## src/rtl/run_sequencer_if.sv

```systemverilog
// Handshake and PC-control bundle between run_sequencer (slave) and the bench/core side (master).
interface run_sequencer_if #(
    parameter int CNT_W = 16
);
    logic             start;
    logic             halt_instr;
    logic             step;
    logic             pc_init;
    logic             pc_halt;
    logic             pc_req;
    logic             busy;
    logic             done;
    logic             timeout;
    logic [CNT_W-1:0] cycle_count;

    modport master (
        output start, halt_instr, step,
        input  pc_init, pc_halt, pc_req, busy, done, timeout, cycle_count
    );

    modport slave (
        input  start, halt_instr, step,
        output pc_init, pc_halt, pc_req, busy, done, timeout, cycle_count
    );
endinterface

```

## src/rtl/run_sequencer.sv

```systemverilog
// Run controller: IDLE -> CLEAR -> RUN -> DONE with start/done 4-phase handshake and a RUN watchdog.
// Optional single-step mode under macro RUN_STEP_EN.
module run_sequencer #(
    parameter int CLEAR_CYCLES = 2,
    parameter int MAX_CYCLES   = 4096,
    parameter int CNT_W        = 16
) (
    input  logic            i_clk,
    input  logic            i_init,
    run_sequencer_if.slave  bus
);
    localparam int CLR_W = (CLEAR_CYCLES < 2) ? 1 : $clog2(CLEAR_CYCLES);

    typedef enum logic [1:0] {S_IDLE, S_CLEAR, S_RUN, S_DONE} state_t;

    state_t           r_state;
    logic [CLR_W-1:0] r_clr_cnt;
    logic [CNT_W-1:0] r_cycle_count;
    logic             r_timeout;
    logic             r_busy;
    logic             r_done;
    logic             r_pc_halt;
    logic             r_in_clear;
    logic             r_pc_req;
    logic             w_adv;
    logic             w_at_limit;

`ifdef RUN_STEP_EN
    localparam logic RUN_HALT = 1'b1;
    logic r_step_d;
    // Only stepped cycles count, sample halt, and feed the watchdog.
    assign w_adv = r_pc_req;
`else
    localparam logic RUN_HALT = 1'b0;
    logic w_unused_step;
    assign w_unused_step = bus.step;
    assign w_adv = 1'b1;
`endif

    assign w_at_limit = (r_cycle_count == CNT_W'(MAX_CYCLES - 1));

    always_ff @(posedge i_clk) begin
        if (i_init) begin
            r_state       <= S_IDLE;
            r_clr_cnt     <= '0;
            r_cycle_count <= '0;
            r_timeout     <= 1'b0;
            r_busy        <= 1'b0;
            r_done        <= 1'b0;
            r_pc_halt     <= 1'b1;
            r_in_clear    <= 1'b0;
            r_pc_req      <= 1'b0;
`ifdef RUN_STEP_EN
            r_step_d      <= 1'b0;
`endif
        end else begin
            r_pc_req <= 1'b0;
`ifdef RUN_STEP_EN
            r_step_d <= bus.step;
`endif
            case (r_state)
                S_IDLE: begin
                    if (bus.start) begin
                        r_state       <= S_CLEAR;
                        r_cycle_count <= '0;
                        r_timeout     <= 1'b0;
                        r_clr_cnt     <= '0;
                        r_busy        <= 1'b1;
                        r_in_clear    <= 1'b1;
                        r_pc_halt     <= 1'b1;
                    end
                end
                S_CLEAR: begin
                    r_clr_cnt <= r_clr_cnt + CLR_W'(1);
                    if (r_clr_cnt == CLR_W'(CLEAR_CYCLES - 1)) begin
                        r_state    <= S_RUN;
                        r_in_clear <= 1'b0;
                        r_pc_halt  <= RUN_HALT;
                    end
                end
                S_RUN: begin
                    if (w_adv) begin
                        // Halt beats the watchdog; the HALT cycle is counted, the timeout cycle is not.
                        if (bus.halt_instr) begin
                            r_cycle_count <= r_cycle_count + CNT_W'(1);
                            r_state       <= S_DONE;
                            r_busy        <= 1'b0;
                            r_done        <= 1'b1;
                            r_pc_halt     <= 1'b1;
                        end else if (w_at_limit) begin
                            r_timeout     <= 1'b1;
                            r_state       <= S_DONE;
                            r_busy        <= 1'b0;
                            r_done        <= 1'b1;
                            r_pc_halt     <= 1'b1;
                        end else begin
                            r_cycle_count <= r_cycle_count + CNT_W'(1);
                        end
                    end
`ifdef RUN_STEP_EN
                    else begin
                        r_pc_req <= bus.step & ~r_step_d;
                    end
`endif
                end
                S_DONE: begin
                    if (!bus.start) begin
                        r_state <= S_IDLE;
                        r_done  <= 1'b0;
                    end
                end
                default: begin
                    r_state    <= S_IDLE;
                    r_busy     <= 1'b0;
                    r_done     <= 1'b0;
                    r_pc_halt  <= 1'b1;
                    r_in_clear <= 1'b0;
                end
            endcase
        end
    end

    assign bus.pc_init     = i_init | r_in_clear;
    assign bus.pc_halt     = r_pc_halt;
    assign bus.pc_req      = r_pc_req;
    assign bus.busy        = r_busy;
    assign bus.done        = r_done;
    assign bus.timeout     = r_timeout;
    assign bus.cycle_count = r_cycle_count;
endmodule

```

## src/flat_wrapper.sv

```systemverilog
// flat-port wrapper written by rule: the top's interface ports become plain ports
module run_sequencer_flat 
#(
    parameter int CLEAR_CYCLES = 2,
    parameter int MAX_CYCLES   = 4096,
    parameter int CNT_W        = 16
)
  (i_clk, i_init, bus_start, bus_halt_instr, bus_step, bus_pc_init, bus_pc_halt, bus_pc_req, bus_busy, bus_done, bus_timeout, bus_cycle_count);
  run_sequencer_if #(.CNT_W(CNT_W)) bus_i ();
  input  logic i_clk;
  input  logic i_init;
  input wire logic [$bits(bus_i.start)-1:0] bus_start;
  input wire logic [$bits(bus_i.halt_instr)-1:0] bus_halt_instr;
  input wire logic [$bits(bus_i.step)-1:0] bus_step;
  output wire logic [$bits(bus_i.pc_init)-1:0] bus_pc_init;
  output wire logic [$bits(bus_i.pc_halt)-1:0] bus_pc_halt;
  output wire logic [$bits(bus_i.pc_req)-1:0] bus_pc_req;
  output wire logic [$bits(bus_i.busy)-1:0] bus_busy;
  output wire logic [$bits(bus_i.done)-1:0] bus_done;
  output wire logic [$bits(bus_i.timeout)-1:0] bus_timeout;
  output wire logic [$bits(bus_i.cycle_count)-1:0] bus_cycle_count;
  assign bus_i.start = bus_start;
  assign bus_i.halt_instr = bus_halt_instr;
  assign bus_i.step = bus_step;
  assign bus_pc_init = bus_i.pc_init;
  assign bus_pc_halt = bus_i.pc_halt;
  assign bus_pc_req = bus_i.pc_req;
  assign bus_busy = bus_i.busy;
  assign bus_done = bus_i.done;
  assign bus_timeout = bus_i.timeout;
  assign bus_cycle_count = bus_i.cycle_count;
  run_sequencer #(.CLEAR_CYCLES(CLEAR_CYCLES), .MAX_CYCLES(MAX_CYCLES), .CNT_W(CNT_W)) u_core (.i_clk(i_clk), .i_init(i_init), .bus(bus_i));
endmodule
```

## config.mk

```make
export PLATFORM = sky130hd
export DESIGN_NAME = run_sequencer_flat
export DESIGN_NICKNAME = d
export VERILOG_FILES = /design/src/rtl/run_sequencer_if.sv /design/src/rtl/run_sequencer.sv /design/src/flat_wrapper.sv
export SDC_FILE = /design/constraint.sdc
export NUM_CORES = 1
export LEC_CHECK = 0
export ABC_AREA = 0
export CORE_ASPECT_RATIO = 0.75
export CORE_MARGIN = 2
export CORE_UTILIZATION = 38
export DETAILED_ROUTE_END_ITERATION = 10
export GPL_TIMING_DRIVEN = 0
export HOLD_SLACK_MARGIN = 0.15
export PLACE_DENSITY = 0.63
export SYNTH_ARGS = -nofsm -noshare
export SYNTH_HDL_FRONTEND = slang
export SYNTH_SLANG_ARGS = --single-unit
```

## constraint.sdc

```tcl
create_clock -name i_clk -period 3.7 [get_ports i_clk]
set_input_delay 0.555 -clock i_clk [delete_from_list [all_inputs] [get_ports i_clk]]
set_output_delay 0.555 -clock i_clk [all_outputs]
set_load 0.02 [all_outputs]
```

== Word level (Yosys, flattened, before mapping) ==
Cells that the tools add are included.
Storage, ports and cells
  bits in registers: 24
  input port bits: 5
Cells by class
  add/subtract/negate cells: 2
  equality and inequality tests: 11
  muxes and demuxes: 25
  bitwise logic cells: 1
  reduce and logical (&&, ||, !) cells: 13
Operators by type and width (number)
  16-bit 2-to-1 mux: 3
  16-bit one-hot mux with 2 select lines: 1
  16-bit by 1-bit adder with 16-bit output (second input constant): 1
  16-bit by 12-bit equality test with 1-bit output (second input constant): 1
  3-bit AND reduction: 4
  4-bit AND reduction: 3
  2-bit 2-to-1 mux: 5
  1-bit one-hot mux with 2 select lines: 5
  1-bit 2-to-1 mux: 9
  2-bit one-hot mux with 4 select lines: 1
  2-bit != test (second input constant): 3
  2-bit nonzero test: 3
  2-bit equality test (second input constant): 2
  2-bit by 1-bit != test with 1-bit output (second input constant): 2
  3-bit by 2-bit != test with 1-bit output (second input constant): 1
  3-bit != test (second input constant): 1
  1-bit one-hot mux with 3 select lines: 1
  3-bit nonzero test: 1
  2-bit by 1-bit equality test with 1-bit output (second input constant): 1
  2-bit zero test: 1
  2-bit AND reduction: 1
  1-bit adder (second input constant): 1
  1-bit OR: 1

== Depth between registers and ports, before layout ==
  word-level depth: 4
  depth in mapped cells: 9
  depth with buffers taken out: 6

== Worst setup path before layout ==
No wires, ideal clock.
  path kind: reg-to-reg
  from: register u_core.r_state[0]
  to: register u_core.r_cycle_count[12] (netlist: u_core.bus.cycle_count[12])
  library setup time: 0.070 ns
  data arrival time: 1.888 ns
  required time: 3.630 ns
  path slack: 1.742 ns
  stages on the path, launching flop included: 9
  clock period less this slack: 1.958 ns
  cell sequence: dfxtp_1 -> inv_1 -> ha_1 -> buf_2 -> nand2b_1 -> clkbuf_1 -> nor3_4 -> or4_2 -> a21oi_1
On the way
  longest elaborated chain between the ends: 3
  elaborated cells on any way between the ends: 7
Ends and longest elaborated chain
  from (decl): RTL line run_sequencer.sv:16  | state_t r_state;
  from (signal assigned): RTL line run_sequencer.sv:44  | r_state <= S_IDLE;
  from (signal assigned): RTL line run_sequencer.sv:64  | r_state <= S_CLEAR;
  from (signal assigned): RTL line run_sequencer.sv:76  | r_state <= S_RUN;
  2-bit equality test or 2-bit zero test (tied branches): RTL line run_sequencer.sv:61  | case (r_state)
  3-bit != test (no source line) (tied with other cells)
  3-bit AND reduction (no source line)
  to (signal assigned): RTL line run_sequencer.sv:85  | r_cycle_count <= r_cycle_count + CNT_W'(1);
  to (signal assigned): RTL line run_sequencer.sv:97  | r_cycle_count <= r_cycle_count + CNT_W'(1);
  to (decl): RTL line run_sequencer.sv:18  | logic [CNT_W-1:0] r_cycle_count;
Parallel ways exist; a longest one is shown, timed or not.
A chain may end at the register's enable or synchronous reset.

== Final worst setup path ==
  from: input i_init
  to: output bus_pc_init
On the way
  longest elaborated chain between the ends: 1
Ends and longest elaborated chain
  from (decl): RTL line flat_wrapper.sv:11  | input logic i_init;
  1-bit OR: RTL line run_sequencer.sv:123  | assign bus.pc_init = i_init | r_in_clear;
  to (decl): RTL line flat_wrapper.sv:15  | output wire logic [$bits(bus_i.pc_init)-1:0] bus_pc_init;
No other way between the ends.

==> summary.md <==
| Metric | Value |
|---|---|
| Outcome | complete, no violations |
| Initial antenna violation count | 0 |
| Initial DRC count | 57 |
| Pint | 511.7 uW |
| Fin area | approximately 1800 sq um |
| Synth Instances | 172 |
| Req. time, crit path | 3140 ps |
| Number of remaining DRC errors | 0 |
| Commonest cells post-synth | 24 x dfxtp_1, 19 x nand2_1, 15 x a21oi_1 |
| Synth area leaders | dfxtp_1 33%, mux2i_1 8.2%, a21oi_1 5.1% |
| Post-DRT Antenna Nets | 0 |
| Avg Inst Size Synth | ~8.5 sq um |
| Clock root buffer | clkbuf_8 |
| Via/cell ratio | 5.520 |
| Final worst path period need | 2731 ps |
| Wire per inst | 14.12 um |
| Crit path DAT | 2180 ps |
| Clock Sinks | 24 |
| Post-synth EDFFs | 0 |
| Area grow syn2layout | 22.97% |
| Top-count cell post-synth | dfxtp_1 |
| Post-cts sizing count | 0 |
| Initial Utilization | 39.76% |
| Clock power share | 19.2% |
| Worst IR drop on VDD | about 0.00027 V |
| CTS H-Tree Depth | 1 |
| Final Hold Vio Count | 0 |
| Slew HR | 54.47% |
| Share of the synthesized area in the top cell type | 32.79% |
| Post-route clock period utilization | 73.82% |
| Critical Path Fanout Max | 10 |
| GPL Wtd Cong | around 0.77 |
| Hold buffers post-CTS | 0 |
| Unrepaired setup endpoints after global routing | no |
| Worst skew pair latency | 270 ps |
| Via count | 1,380 |
| Layout cell share with drive strength beyond 1 | 9.091% |
| CP endpoint kind | primary output |
| Setup TNS | 0 ps |
| Pre-Repair DR Iteration Count | 4 |
| Total GRT Usage | 17.46% |
| Core Region | 3685 sq um |
| Slew Limit Fails | 0 |
| Ports | 27 |
| Area after DPL | 1760 sq um |
| Global-route wire length before repair | 5892 um |
| Sequential area share after synthesis | 32.79% |
| Final Net Count | 210 |
| Chip height | 57.78 um |
| FILL cells | 342 |
| Sw Pwr | 306.4 uW |
| Worst min-delay path category | register to register |
| Crit Path Class | input port to primary output |
| Async set-or-reset flop fraction in the synthesized netlist | 0% |
| Maxcap violations | 0 |
| Mapped Nets | 182 |
| Startpoint Class | input port |
| Row cnt | 19 |
| P_leak | about 0.00062 uW |
| Design Power | 818.1 uW |
| Synth Register Bits | 24 |
| Post-Place Cells | 247 |
| Port Buffers | 23 |
| Fin cells | 250 |
| Clk slew on worst S/H paths | 80 ps |
| Die X | 75.70 um |
| Total Routed Length | 3529 um |
| Total gr overflow | 0 |
| Final Skew | 4.730 ps |
| Post-CTS setup buffers | 0 |
| Seq pwr share | 37.8% |
| DP HPWL | 2598 um |
| DIE AREA | 4374 sq um |
| CTS Buf Count | 3 |
| Pwr/cell area | around 450 nW/um^2 |
| Least-Margin Pin Slew | 680.5 ps |
| CTS tree | built |
| Final setup violation count | 0 |
| Vias in the first global route | ~1.2k |
| Combinational power share | 43.0% |
| Ant diodes | 0 |
| Largest net degree at the start of global routing | 13 |
| Count of different cell masters after synthesis | 45 |
| Ys Warns | 0 |
| Synthesized area | 1465 sq um |
| Fmax | 366.1 MHz |
| Clock Path Buffers | 2 |
| Cell taking the most area after synthesis | dfxtp_1 |
| Primary FF master, synth | dfxtp_1 |
| Switching Fraction | 37.45% |
power by group through the flow:
stage	Sequential [uW]	Combinational (uW)	Clock (uW)
2_1_floorplan	322	254	0
3_3_place_gp	313	345	0
3_5_place_dp	316	351	0
4_1_cts	309	353	163
5_1_grt	315	390	172
6_report	310	352	157
placed cells by master (no fill, tap or decap), types with 3 or more instances in the layout:
cell type        netlist  routed
a2111oi_0              3       3
a21oi_1               15      15
and2_1                 3       3
buf_4                  3       3
clkbuf_1               4       4
clkbuf_8               0       3
clkdlybuf4s50_1        0      23
dfxtp_1               24      24
ha_1                   5       5
inv_1                  6       6
mux2i_1               12      12
nand2_1               19      19
nand3_1                8       8
nand4_1                6       6
nor2_1                 8       8
o21ai_0                4       4
o31ai_1                4       4
or3_1                  9       9
cells by family after synthesis:
family,Yosys count,synth area share (%)
AOI/OAI and AO/OA,39,18.02
adders and majority gates,5,4.270
buffers and inverters,17,6.233
DFF,24,32.79
muxes,13,9.223
other,1,0.2559
and+or+nand+nor,73,29.21
final cells by class:
class	instances	area [sq um]	share of cell area (%)
sequential	24	480.5	26.67
clock buffer	3	41.29	2.292
multi-input combinational	131	893.4	49.58
timing repair buffer	23	230.2	12.78
inverter	6	22.52	1.250
tap	52	65.06	3.611
buffer	11	68.82	3.819
state kept, by name, summed over array words and instances (netlist names):
signal                  cells
u_core.bus.done             1
u_core.r_clr_cnt            1
u_core.r_in_clear           1
u_core.bus.cycle_count     16
u_core.r_state              2
u_core.bus.timeout          1
u_core.bus.pc_halt          1
u_core.bus.busy             1
path summary, 6_finish.rpt:
kind | from | to | slack [ps] | cells past startpoint
hold reg to reg | u_core.bus.busy | u_core.bus.busy | 500 | 2
setup / recovery | i_init | bus_pc_init | 970 | 4
hold / removal | u_core.bus.busy | u_core.bus.busy | 500 | 2
setup reg to reg | u_core.r_state[0] | u_core.bus.cycle_count[2] | 1470 | 9
metal layers:
metal	vias up	track usage (%)	part of all wire [%]
met5	-	0	0
met4	0	4.511	1.2
met2	50	24.60	42
met3	7	5.391	7.8
li1	692	-	-
met1	631	25.81	49
metrics by stage:
step | setup WS, ps | hold WS, ps | util, %
final | 968.6 | 501.9 | 48.90
after global routing | 920.5 | 538.4 | 48.90
after CTS | 957.6 | 512.2 | 48.90
after detailed placement | 965.8 | 492.5 | 47.78
after global placement | 985.7 | 469.4 | 47.78
after floorplan | 1742 | 469.7 | -
critical path, cell delays in order:
cell	delay, ps
clkdlybuf4s50_1	580
buf_6	230
or2_2	270
clkdlybuf4s50_1	540
Power figures use the tool's default switching activity.
